==> src/rtl/seg7_scan_decoder.sv <==
// Rebuilds four BCD digits from a multiplexed seven-segment bus by sampling segments and anodes.
// Reports illegal patterns per digit, completed frames and a stale-bus timeout.
module seg7_scan_decoder #(
  parameter int STABLE_CYCLES  = 16,
  parameter int TIMEOUT_CYCLES = 400000
) (
  input  logic        clk,
  input  logic        reset_n,
  input  logic [6:0]  seg_in,
  input  logic [3:0]  an_in,
  output logic [15:0] bcd_out,
  output logic [3:0]  digit_err,
  output logic        frame_valid,
  output logic        frame_strobe,
  output logic        timeout
);

  localparam int SW = $clog2(STABLE_CYCLES + 1);
  localparam int TW = $clog2(TIMEOUT_CYCLES + 1);
  localparam logic [SW-1:0] STAB_LAST = SW'(STABLE_CYCLES - 1);
  localparam logic [SW-1:0] STAB_MAX  = SW'(STABLE_CYCLES);
  localparam logic [TW-1:0] TMO_LAST  = TW'(TIMEOUT_CYCLES - 1);
  localparam logic [TW-1:0] TMO_MAX   = TW'(TIMEOUT_CYCLES);

  typedef enum logic [1:0] {IDLE, SETTLE, HOLD} state_t;

  logic [6:0]    seg_s1, seg_s2;
  logic [3:0]    an_s1, an_s2;
  logic [10:0]   sample, prev_sample;
  state_t        state, state_nxt;
  logic [SW-1:0] stab_cnt, stab_cnt_nxt;
  logic [TW-1:0] tmo_cnt;
  logic [3:0]    seen;
  logic          dig_sel;
  logic [1:0]    dig_idx;
  logic          pat_legal;
  logic [3:0]    pat_val;
  logic          capture;
  logic [3:0]    seen_upd;

  always_ff @(posedge clk or negedge reset_n) begin
    if (!reset_n) begin
      seg_s1      <= '0;
      seg_s2      <= '0;
      an_s1       <= '0;
      an_s2       <= '0;
      prev_sample <= '0;
    end else begin
      seg_s1      <= seg_in;
      seg_s2      <= seg_s1;
      an_s1       <= an_in;
      an_s2       <= an_s1;
      prev_sample <= sample;
    end
  end

  assign sample = {an_s2, seg_s2};

  // Blank (no anode low) and ghosting (several low) both mean no digit.
  always_comb begin
    dig_sel = 1'b1;
    dig_idx = 2'd0;
    case (an_s2)
      4'b1110: dig_idx = 2'd0;
      4'b1101: dig_idx = 2'd1;
      4'b1011: dig_idx = 2'd2;
      4'b0111: dig_idx = 2'd3;
      default: dig_sel = 1'b0;
    endcase
  end

  always_comb begin
    pat_legal = 1'b1;
    pat_val   = 4'hF;
    case (seg_s2)
      7'b1111110: pat_val = 4'd0;
      7'b0110000: pat_val = 4'd1;
      7'b1101101: pat_val = 4'd2;
      7'b1111001: pat_val = 4'd3;
      7'b0110011: pat_val = 4'd4;
      7'b1011011: pat_val = 4'd5;
      7'b1011111: pat_val = 4'd6;
      7'b1110000: pat_val = 4'd7;
      7'b1111111: pat_val = 4'd8;
      7'b1111011: pat_val = 4'd9;
      default:    pat_legal = 1'b0;
    endcase
  end

  always_ff @(posedge clk or negedge reset_n) begin
    if (!reset_n) begin
      state    <= IDLE;
      stab_cnt <= '0;
    end else begin
      state    <= state_nxt;
      stab_cnt <= stab_cnt_nxt;
    end
  end

  always_comb begin
    state_nxt    = state;
    stab_cnt_nxt = stab_cnt;
    capture      = 1'b0;
    case (state)
      IDLE: begin
        if (dig_sel) begin
          state_nxt    = SETTLE;
          stab_cnt_nxt = SW'(1);
        end
      end
      SETTLE: begin
        if (sample == prev_sample) begin
          if (stab_cnt != STAB_MAX) stab_cnt_nxt = stab_cnt + 1'b1;
          if (stab_cnt == STAB_LAST) begin
            capture   = 1'b1;
            state_nxt = HOLD;
          end
        end else begin
          stab_cnt_nxt = SW'(1);
          state_nxt    = dig_sel ? SETTLE : IDLE;
        end
      end
      HOLD: begin
        if (sample != prev_sample) begin
          stab_cnt_nxt = SW'(1);
          state_nxt    = dig_sel ? SETTLE : IDLE;
        end
      end
      default: state_nxt = IDLE;
    endcase
  end

  assign seen_upd = seen | (4'b0001 << dig_idx);

  // A capture in the same cycle the timeout would fire takes priority.
  always_ff @(posedge clk or negedge reset_n) begin
    if (!reset_n) begin
      bcd_out      <= '0;
      digit_err    <= '0;
      frame_valid  <= 1'b0;
      frame_strobe <= 1'b0;
      timeout      <= 1'b0;
      tmo_cnt      <= '0;
      seen         <= '0;
    end else begin
      frame_strobe <= 1'b0;
      if (capture) begin
        bcd_out[{dig_idx, 2'b00} +: 4] <= pat_legal ? pat_val : 4'hF;
        digit_err[dig_idx]             <= ~pat_legal;
        tmo_cnt                        <= '0;
        timeout                        <= 1'b0;
        if (seen_upd == 4'hF) begin
          frame_strobe <= 1'b1;
          frame_valid  <= 1'b1;
          seen         <= '0;
        end else begin
          seen <= seen_upd;
        end
      end else if (tmo_cnt != TMO_MAX) begin
        tmo_cnt <= tmo_cnt + 1'b1;
        if (tmo_cnt == TMO_LAST) begin
          timeout     <= 1'b1;
          frame_valid <= 1'b0;
          seen        <= '0;
        end
      end
    end
  end

endmodule

==> config.mk <==
export PLATFORM = sky130hd
export DESIGN_NAME = seg7_scan_decoder
export DESIGN_NICKNAME = d
export VERILOG_FILES = /design/src/rtl/seg7_scan_decoder.sv
export SDC_FILE = /design/constraint.sdc
export NUM_CORES = 1
export LEC_CHECK = 0
export BUFFER_PORTS_ARGS = -buffer_cell sky130_fd_sc_hd__clkbuf_2
export CAP_MARGIN = 20
export CORE_MARGIN = 2
export CORE_UTILIZATION = 45
export DETAILED_ROUTE_END_ITERATION = 12
export PLACE_DENSITY = 0.66
export SYNTH_ARGS = -nofsm -noshare
export SYNTH_HDL_FRONTEND = slang
export SYNTH_SLANG_ARGS = --single-unit
==> constraint.sdc <==
create_clock -name clk -period 1.9 [get_ports clk]
set_input_delay 0.095 -clock clk [delete_from_list [all_inputs] [get_ports clk]]
set_output_delay 0.095 -clock clk [all_outputs]
set_load 0.01 [all_outputs]
==> summary.md, run 1 <==
| Metric | Value |
|---|---|
| Fin cells | 571 |
| Hold Path Class | in2async |
| Cell area after synthesis | 3910 um2 |
| Crit start category | flip-flop |
| Drt wl/cell | 15.1 um |
| Fmax | 509 MHz |
| Root buf cell | clkbuf_8 |
| Final setup viols | 35 |
| Synthesized Nets | 371 |
| Worst slew pin tran | 0.483 ns |
| Nets | 487 |
| Die Wd | 97.2 um |
| Core area | 8300 um2 |
| Worst Path Required | 2.15 ns |
| Hold Vio Cnt, Final | 0 |
| Grt ovf | 0 |
| Via/cell ratio | 5.22 |
| Gate count after technology mapping | 346 |
| Antenna viol nets, final | 0 |
| Synth top area share | 0.551 |
| Synth Register Bits | 86 |
| Row count | 33 |
| DPL Wire Length | 5760 um |
| Post-synth top area cell | dfrtp_1 |
| Reg clk slew, reported paths | 0.09 ns |
| Unique masters post-synth | 53 |
| Slew Limit Headroom | 0.678 |
| Post-synth ARST share | 1.00 |
| WL final | 8630 um |
| Pwr/cell area | 688 nW/um2 |
| Leak Pwr | 2.61 nW |
| Total of max-cap violations | 0 |
| Post-synth EDFFs | 0 |
| Layout cell share with drive strength beyond 1 | 0.393 |
| CTS tree | yes |
| Pwr Total | 3.76 mW |
| Layout area overhead | 40.0% |
| Worst Clk Skew | 0.0118 ns |
| Drt first pass iters | 4 |
| Top FF cell, synth | dfrtp_1 |
| Starting DRT DRC Count | 98 |
| Worst-Skew Late Latency | 0.36 ns |
| GPL Wtd Cong | 0.789 |
| Residual DRC count | 0 |
| Vias in the first global route | 3062 |
| Antenna violations before repair | 0 |
| First-pass GRT wire length | 14100 um |
| RSZ-0062 raised after global routing | yes |
| Status | complete, but fails checks |
| Hold WS | 0.234 ns |
| Placed Cells incl. Taps | 529 |
| Crit path capture type | flip-flop |
| Ranking of synthesized cells by area | dfrtp_1 (55%), xor2_1 (4.5%), ha_1 (3.8%) |
| Largest net degree at the start of global routing | 37 |
| Placed cell areas | 4630 um2 |
| Mean Syn Cell Area | 11.3 um2 |
| VDD IR max | 0.417 mV |
| Crit share post-route | 1.03 |
| Design Area, Final | 5470 um2 |
| DIE HEIGHT | 97.2 um |
| CTS buffer count | 9 |
| Antenna cells | 0 |
| Pre-CTS setup slack | -0.161 ns |
| Die area | 9440 um2 |
| Critical path fanouts, max | 7 |
| Final Core Density | 0.659 |
| Critical path type | reg2reg |
| Via count | 2979 |
| Sequential area share after synthesis | 0.551 |
| Clk sinks | 86 |
| Final setup margin | -0.0646 ns |
| Final Max Slew Viols | 0 |
| Setup TNS | -0.924 ns |
| H-tree depth | 3 |
| Global-route total usage across every layer | 0.183 |
| IO Pins | 36 |
| Final Critical Period | 1.96 ns |
| I/O Buffers | 35 |
| CTS max path bufs | 2 |
| Ys Warns | 0 |
| CP arrival | 2.21 ns |
| Failing checks | setup timing |
| Initial core utilization | 0.471 |
[final cells by class]
cell class                 instances  area (um2)
multi-input combinational        236        1970
timing repair buffer             115         920
fill                             625        2830
clock inverter                     5         106
sequential                        86        2160
inverter                          14        52.6
tap                              105         131
clock buffer                      10         138
[power by group]
group / switching [mW] / internal [mW]
sequential: 0.0322 / 1.87
clock: 0.641 / 0.906
combinational: 0.164 / 0.155
[critical path: stages, from the launching register on]
cell	delay (ns)
dfrtp_1	0.39
xor2_1	0.18
or3_4	0.43
nor4_4	0.29
buf_6	0.20
nand2_4	0.06
mux2_1	0.30
[cell usage after synthesis (2+ instances only)]
cell type / n
nand2b_1: 2
mux2_1: 12
mux2i_1: 2
xor2_1: 20
o21ai_0: 3
o2bb2ai_1: 9
o22a_1: 2
nor3b_1: 2
a21oi_1: 9
and3_1: 3
nor4_4: 2
dfrtp_1: 86
nand2_2: 3
xnor2_1: 12
nor4b_1: 2
nand4_1: 11
a31oi_1: 5
nand2_1: 20
a21o_1: 2
nor2b_1: 4
inv_1: 14
and2_1: 2
nor3_1: 6
clkbuf_1: 6
o221ai_1: 2
nor4_1: 2
nand3_1: 18
nor2_1: 39
and4b_1: 3
and4_1: 4
ha_1: 12
buf_2: 2
o32ai_1: 2
or3_1: 4
[worst paths after layout]
| path | from | end | slack (ns) | depth (start not counted) |
|---|---|---|---|---|
| max in group asynchronous | reset_n | tmo_cnt[16] | 1.05 | 3 |
| min reg2reg | an_s1[1] | an_s2[1] | 0.35 | 0 |
| min in group clk | an_s1[1] | an_s2[1] | 0.35 | 0 |
| max reg2reg | prev_sample[7] | bcd_out[13] | -0.06 | 6 |
| max | prev_sample[7] | bcd_out[13] | -0.06 | 6 |
| min | reset_n | seg_s2[6] | 0.23 | 2 |
[sequential cells by signal (all words and copies together) (netlist names)]
register	count
timeout	1
an_s2	4
bcd_out	16
seen	4
seg_s1	7
frame_strobe	1
seg_s2	7
prev_sample	11
digit_err	4
an_s1	4
stab_cnt	5
frame_valid	1
tmo_cnt	19
state	2
[layout by cell type (no fill, tap or decap), drive strengths merged, types with 3 or more instances in the layout]
master	n
dfrtp	86
buf	67
clkbuf	46
nor2	39
nand2	23
xor2	20
nand3	18
inv	15
mux2	13
dlygate4sd3	12
xnor2	12
ha	12
nand4	11
a21oi	9
o2bb2ai	9
nor3	6
or3	5
a31oi	5
and4	4
nor2b	4
nor4	4
o21ai	3
and4b	3
bufinv	3
and3	3
[metal layers]
metal	vias to the layer above	share of wire	track usage	wire, um
met1	1461	0.46	0.240	3930
met2	48	0.50	0.310	4290
met4	0	0.016	0.0520	136
met5	-	0	0	0
li1	1456	-	-	-
met3	14	0.030	0.0338	261
[timing repair]
action                                  CTS  global route
gates cloned                              0             3
hold endpoints to repair                 45             0
endpoints found under the setup margin   46            48
gates resized for setup                  24            41
pin swaps                                10            13
setup buffers                             8             4
hold buffers                             12             0
[logic make-up (layout without fill, tap and decap cells)]
family	Yosys count	count (layout)	share of synthesized area
fa+ha+maj	12	12	0.0384
simple gates	134	134	0.189
compound gates	43	43	0.0804
flops	86	86	0.551
xor+xnor	32	32	0.0717
mux	15	15	0.0426
buf+inv	24	144	0.0266
Note: power is estimated with default switching activity, not from simulation.
==> inputs of run 2 (changes only) <==
--- a/config.mk
+++ b/config.mk
@@ -11,6 +11,7 @@
 export CORE_UTILIZATION = 45
 export DETAILED_ROUTE_END_ITERATION = 12
 export PLACE_DENSITY = 0.66
+export SKIP_CTS_REPAIR_TIMING = 1
 export SYNTH_ARGS = -nofsm -noshare
 export SYNTH_HDL_FRONTEND = slang
 export SYNTH_SLANG_ARGS = --single-unit
==> summary.md, run 2 (synthesized netlist as in run 1, its figures left out) <==
| Metric | Value |
|---|---|
| Leak Pwr | 2.51 nW (-3.9%) |
| Via count | 2881 (-3.3%) |
| Root buf cell | clkbuf_8 |
| IO Pins | 36 (unchanged) |
| RSZ-0062 raised after global routing | yes |
| Crit Reg-Reg Endpoint | bcd_out[1] |
| Starting DRT DRC Count | 119 (+21%) |
| Failing checks | setup timing |
| Hold WS | 0.239 ns (+0.00481 ns) |
| Critical path type | reg2reg |
| Most common cell after layout, fill and taps aside | dfrtp_1 |
| Nets | 475 (-2.5%) |
| Clk sinks | 86 (unchanged) |
| Max reg flops | 19 (unchanged) |
| Setup crit start | an_s2[1] |
| Pwr/cell area | 719 nW/um2 (+4.5%) |
| Commonest non-fill, non-tap cells in the layout | dfrtp_1 (82), buf_4 (51), nor2_1 (39) |
| Setup TNS | -1.45 ns (-0.525 ns) |
| H-tree depth | 3 (unchanged) |
| Vias in the first global route | 2974 (-2.9%) |
| Critical path fanouts, max | 6 (-1) |
| Die Wd | 97.2 um (unchanged) |
| Residual DRC count | 0 (unchanged) |
| Final Max Slew Viols | 0 (unchanged) |
| Antenna violations before repair | 0 (unchanged) |
| CTS max path bufs | 2 (unchanged) |
| Total of max-cap violations | 0 (unchanged) |
| DPL Wire Length | 5760 um (unchanged) |
| Hold Vio Cnt, Final | 0 (unchanged) |
| Slew Limit Headroom | 0.677 (-0.000831) |
| Layout cell share with drive strength beyond 1 | 0.339 (-0.0535) |
| Regs by FF count | tmo_cnt x19, bcd_out x16, prev_sample x11 |
| Initial core utilization | 0.471 (unchanged) |
| CP arrival | 2.24 ns (+0.03 ns) |
| Hold Path Class | in2async |
| Worst-case reg-to-reg path depth | 7 (+1) |
| Layout area overhead | 32.2% |
| Crit share post-route | 1.05 (+0.0206) |
| Antenna cells | 0 (unchanged) |
| Die area | 9440 um2 (unchanged) |
| Final setup margin | -0.104 ns (-0.0392 ns) |
| Worst Path Required | 2.14 ns (about the same) |
| Status | complete, but fails checks |
| Fmax | 499 MHz (-2.0%) |
| Crit start category | flip-flop |
| Global-route total usage across every layer | 0.175 (-0.00739) |
| Reg clk slew, reported paths | 0.09 ns (about the same) |
| I/O Buffers | 35 (unchanged) |
| DIE HEIGHT | 97.2 um (unchanged) |
| Worst Clk Skew | 0.0107 ns (-0.00110 ns) |
| Largest register by flop count | tmo_cnt |
| Final setup viols | 24 (-31%) |
| Worst Setup EP | bcd_out[1] |
| Crit path capture type | flip-flop |
| Drt wl/cell | 14.2 um (-5.9%) |
| Worst slew pin tran | 0.485 ns (+0.00125 ns) |
| GPL Wtd Cong | 0.789 (unchanged) |
| Grt ovf | 0 (unchanged) |
| First-pass GRT wire length | 13600 um (-3.9%) |
| Via/cell ratio | 5.15 (-1.2%) |
| RR Startpoint | an_s2[1] |
| Largest net degree at the start of global routing | 37 (unchanged) |
| VDD IR max | 0.413 mV (-0.96%) |
| R2r setup slk | -0.10 ns (-0.04 ns) |
| Drt first pass iters | 4 (unchanged) |
| CTS tree | yes |
| CTS buffer count | 9 (unchanged) |
| Final Critical Period | 2.00 ns (+0.0392 ns) |
| WL final | 7950 um (-7.9%) |
| Core area | 8300 um2 (unchanged) |
| Worst-Skew Late Latency | 0.36 ns (about the same) |
| Antenna viol nets, final | 0 (unchanged) |
| Row count | 33 (unchanged) |
==> run 2: layer usage <==
layer | up-vias | track usage | part of all wire
met5 | - | 0 | 0
met3 | 12 | 0.0331 | 0.026
met1 | 1400 | 0.231 | 0.46
met2 | 40 | 0.295 | 0.50
met4 | 0 | 0.0531 | 0.013
li1 | 1429 | - | -
==> run 2: final cells by class <==
type	count	area, um2
well taps	105	131
flip-flops and latches	86	2160
fillers	665	3130
inverters	14	52.6
multi-input cells	236	1830
clock inverters	5	106
clock buffers	10	138
repair buffers	103	749
==> run 2: worst min path at each step <==
stage	start	to	cells past startpoint
after floorplan	reset_n	an_s1[0]	0
after global placement	reset_n	seg_s2[6]	1
after detailed placement	reset_n	seg_s2[6]	1
after CTS	reset_n	seg_s2[6]	1
after global routing	reset_n	seg_s2[6]	2
final	reset_n	prev_sample[6]	2
==> run 2: metrics by stage <==
stage               instance area (um2)  utilization  std cells  worst slack [ns]  total power [mW]
finish                             5160        0.622        559            -0.104              3.71
global route                       5160        0.622        559            -0.191              3.87
CTS                                4870        0.587        544            -0.174              3.72
detailed placement                 4630        0.558        529            -0.161              2.18
global placement                   4630        0.558        529            -0.112              2.17
floorplan                          3970            -        346           -0.0527              2.04
==> run 2: power by group <==
| group | switching, mW | total, mW | internal [mW] |
|---|---|---|---|
| registers | 0.0302 | 1.90 | 1.87 |
| clock network | 0.635 | 1.54 | 0.906 |
| logic | 0.146 | 0.277 | 0.131 |
==> run 2: worst max-delay path, cell delays in order (launching register included) <==
cell	delay, ns
dfrtp_2	0.45
xor2_1	0.16
or3_4	0.40
buf_6	0.14
nor4_4	0.15
buf_6	0.20
nand2_4	0.08
mux2_4	0.30
==> inputs of run 3 (changes only) <==
--- a/config.mk
+++ b/config.mk
@@ -5,12 +5,14 @@
 export SDC_FILE = /design/constraint.sdc
 export NUM_CORES = 1
 export LEC_CHECK = 0
+export ABC_AREA = 1
 export BUFFER_PORTS_ARGS = -buffer_cell sky130_fd_sc_hd__clkbuf_2
 export CAP_MARGIN = 20
 export CORE_MARGIN = 2
 export CORE_UTILIZATION = 45
+export CTS_CLUSTER_DIAMETER = 100
 export DETAILED_ROUTE_END_ITERATION = 12
-export PLACE_DENSITY = 0.66
+export PLACE_DENSITY = 0.65
 export SKIP_CTS_REPAIR_TIMING = 1
 export SYNTH_ARGS = -nofsm -noshare
 export SYNTH_HDL_FRONTEND = slang
==> summary.md, run 3 <==
| Metric | Value |
|---|---|
| Status | finished, final reports clean |
| Synth Register Bits | 86 (unchanged) |
| Worst-Skew Late Latency | 0.35 ns (about the same) |
| Worst Clk Skew | 0.0119 ns (+0.00119 ns) |
| Most common cell after layout, fill and taps aside | nand2_1 |
| CTS max path bufs | 2 (unchanged) |
| Grt ovf | 0 (unchanged) |
| Largest net degree at the start of global routing | 87 (+140%) |
| RSZ-0062 raised after global routing | yes |
| Clk sinks | 86 (unchanged) |
| Die Wd | 99.9 um (+2.8%) |
| Antenna cells | 0 (unchanged) |
| Via/cell ratio | 4.79 (-7.1%) |
| Layout area overhead | 25.0% |
| Reg clk slew, reported paths | 0.09 ns (about the same) |
| Top FF cell, synth | dfrtp_1 |
| Die area | 9980 um2 (+5.6%) |
| Pre-CTS setup slack | -0.0455 ns (+0.116 ns) |
| Synth cell count leaders | nand2_1 (165), dfrtp_1 (86), inv_1 (76) |
| Hold Vio Cnt, Final | 0 (unchanged) |
| Cell area after synthesis | 4140 um2 (+5.9%) |
| Row count | 34 (+3.0%) |
| Pwr/cell area | 683 nW/um2 (-5.1%) |
| Most frequent cell after synthesis | nand2_1 |
| Worst-case reg-to-reg path depth | 9 (+2) |
| Gate count after technology mapping | 499 (+44%) |
| Final Core Density | 0.587 (-0.0351) |
| Starting DRT DRC Count | 187 (+57%) |
| Slew Limit Headroom | 0.661 (-0.0160) |
| Ys Warns | 0 (unchanged) |
| Worst Path Required | 2.15 ns (about the same) |
| CP arrival | 2.09 ns (-0.15 ns) |
| DPL Wire Length | 5620 um (-2.3%) |
| Final Max Slew Viols | 0 (unchanged) |
| Core area | 8810 um2 (+6.1%) |
| Worst slew pin tran | 0.505 ns (+0.0201 ns) |
| CTS tree | yes |
| Layout filler cell count | 783 (+18%) |
| Crit Reg-Reg Endpoint | frame_valid |
| Via count | 3338 (+16%) |
| Sequential area share after synthesis | 0.520 (-0.0307) |
| Critical path type | reg2reg |
| Critical path fanouts, max | 6 (unchanged) |
| Synthesized Nets | 524 (+41%) |
| CTS buffer count | 9 (unchanged) |
| Antenna violations before repair | 0 (unchanged) |
| Largest register by flop count | tmo_cnt |
| Leak Pwr | 2.89 nW (+15%) |
| Root buf cell | clkbuf_8 |
| Crit start category | flip-flop |
| Post-synth top area cell | dfrtp_1 |
| Synth top area share | 0.520 (-0.0307) |
| Unique masters post-synth | 29 (-45%) |
| R2r setup slk | 0.06 ns (+0.16 ns) |
| Initial core utilization | 0.470 (-0.000941) |
| I/O Buffers | 35 (unchanged) |
| Crit share post-route | 0.970 (-0.0847) |
| Area taken by flip-flops and latches | 2160 um2 (about the same) |
| VDD IR max | 0.462 mV (+12%) |
| Area of the multi-input gates | 1820 um2 (-0.68%) |
| Drt wl/cell | 11.6 um (-19%) |
| Fmax | 543 MHz (+8.7%) |
| Vias in the first global route | 3127 (+5.1%) |
| Total of max-cap violations | 0 (unchanged) |
| Final setup viols | 0 (-100%) |
| Regs by FF count | tmo_cnt x19, bcd_out x16, prev_sample x11 |
| Residual DRC count | 0 (unchanged) |
| Drt first pass iters | 4 (unchanged) |
| Final setup margin | 0.0572 ns (+0.161 ns) |
| IO Pins | 36 (unchanged) |
| Setup TNS | 0 ns (+1.45 ns) |
| Final Critical Period | 1.84 ns (-0.161 ns) |
| Hold WS | 0.279 ns (+0.0402 ns) |
| Hold Path Class | in2async |
| Commonest non-fill, non-tap cells in the layout | nand2_1 (160), dfrtp_1 (83), inv_1 (68) |
| Antenna viol nets, final | 0 (unchanged) |
| Global-route total usage across every layer | 0.168 (-0.00763) |
| First-pass GRT wire length | 13600 um (+0.46%) |
| Post-synth EDFFs | 0 (unchanged) |
| Layout cell share with drive strength beyond 1 | 0.219 (-0.120) |
| Ranking of synthesized cells by area | dfrtp_1 (52%), nand2_1 (15%), inv_1 (6.9%) |
| Mean Syn Cell Area | 8.29 um2 (-27%) |
| WL final | 8050 um (+1.3%) |
| Max reg flops | 19 (unchanged) |
| Crit path capture type | flip-flop |
| H-tree depth | 3 (unchanged) |
| GPL Wtd Cong | 0.856 (+8.5%) |
| RR Startpoint | an_s2[2] |
| Post-synth ARST share | 1.00 (unchanged) |
| DIE HEIGHT | 99.9 um (+2.8%) |
| Nets | 609 (+28%) |
-- run 3: changes by cell type after synthesis, sizes merged, moves of 9 or more --
cell | before | now
nand3 | 18 | 41
o2bb2ai | 9 | 0
inv | 14 | 80
mux2 | 13 | 0
xnor2 | 12 | 0
nand2 | 23 | 168
xor2 | 20 | 11
o21ai | 3 | 16
-- run 3: power breakdown --
group	total (mW)	switching, mW	internal [mW]
clock	1.34	0.709	0.636
sequential	1.90	0.0337	1.87
combinational	0.281	0.172	0.109
-- run 3: logic make-up (layout without fill, tap and decap cells) --
family                   count (synthesis)  after routing  synth area share
buffers and inverters                   81            171            0.0738
AND/OR/NAND/NOR                        286            286             0.314
flip-flops                              86             86             0.520
adder cells (fa/ha/maj)                 12             12            0.0363
AO/OA/AOI/OAI                           23             23            0.0327
XOR/XNOR                                11             11            0.0233
-- run 3: worst max path at each step --
stage                        start  cells after the start  slack [ns]     endpoint
after floorplan           an_s2[1]                     10       0.002  frame_valid
after detailed placement  an_s2[3]                     10       -0.05  frame_valid
after CTS                 an_s2[3]                     10       -0.06  frame_valid
after global routing      an_s2[0]                     11       -0.07  bcd_out[14]
final                     an_s2[2]                      9        0.06  frame_valid
after global placement    an_s2[1]                     10        0.03  frame_valid
-- run 3: through the flow --
stage / area [um2] / power (mW) / cells
2_1_floorplan: 4150 / 2.06 / 499
3_3_place_gp: 4590 / 2.16 / 657
3_5_place_dp: 4590 / 2.17 / 657
4_1_cts: 4800 / 3.53 / 673
5_1_grt: 5170 / 3.70 / 697
6_report: 5170 / 3.53 / 697
-- run 3: cell type report --
type                            instances  area share
Clock buffer                            9      0.0240
Clock inverter                          7      0.0165
Inverter                               80      0.0595
Multi-Input combinational cell        332       0.352
Sequential cell                        86       0.417
Tap cell                              108      0.0261
Timing Repair Buffer                   75       0.105
-- run 3: layer usage --
layer | part of all wire | global-route usage | wire, um
met5 | 0 | 0 | 0
met4 | 0.0022 | 0.0569 | 18
met3 | 0.028 | 0.0313 | 229
met2 | 0.49 | 0.273 | 3960
met1 | 0.48 | 0.228 | 3850
-- run 3: worst max-delay path, stage by stage (launching register included) --
cell and delay, ns:
dfrtp_2 0.45, nand2_2 0.11, buf_4 0.13, nand3_4 0.13, ha_1 0.23, or2_2 0.31, nand4_1 0.21, o21bai_1 0.09
nand2_1 0.06, inv_1 0.03
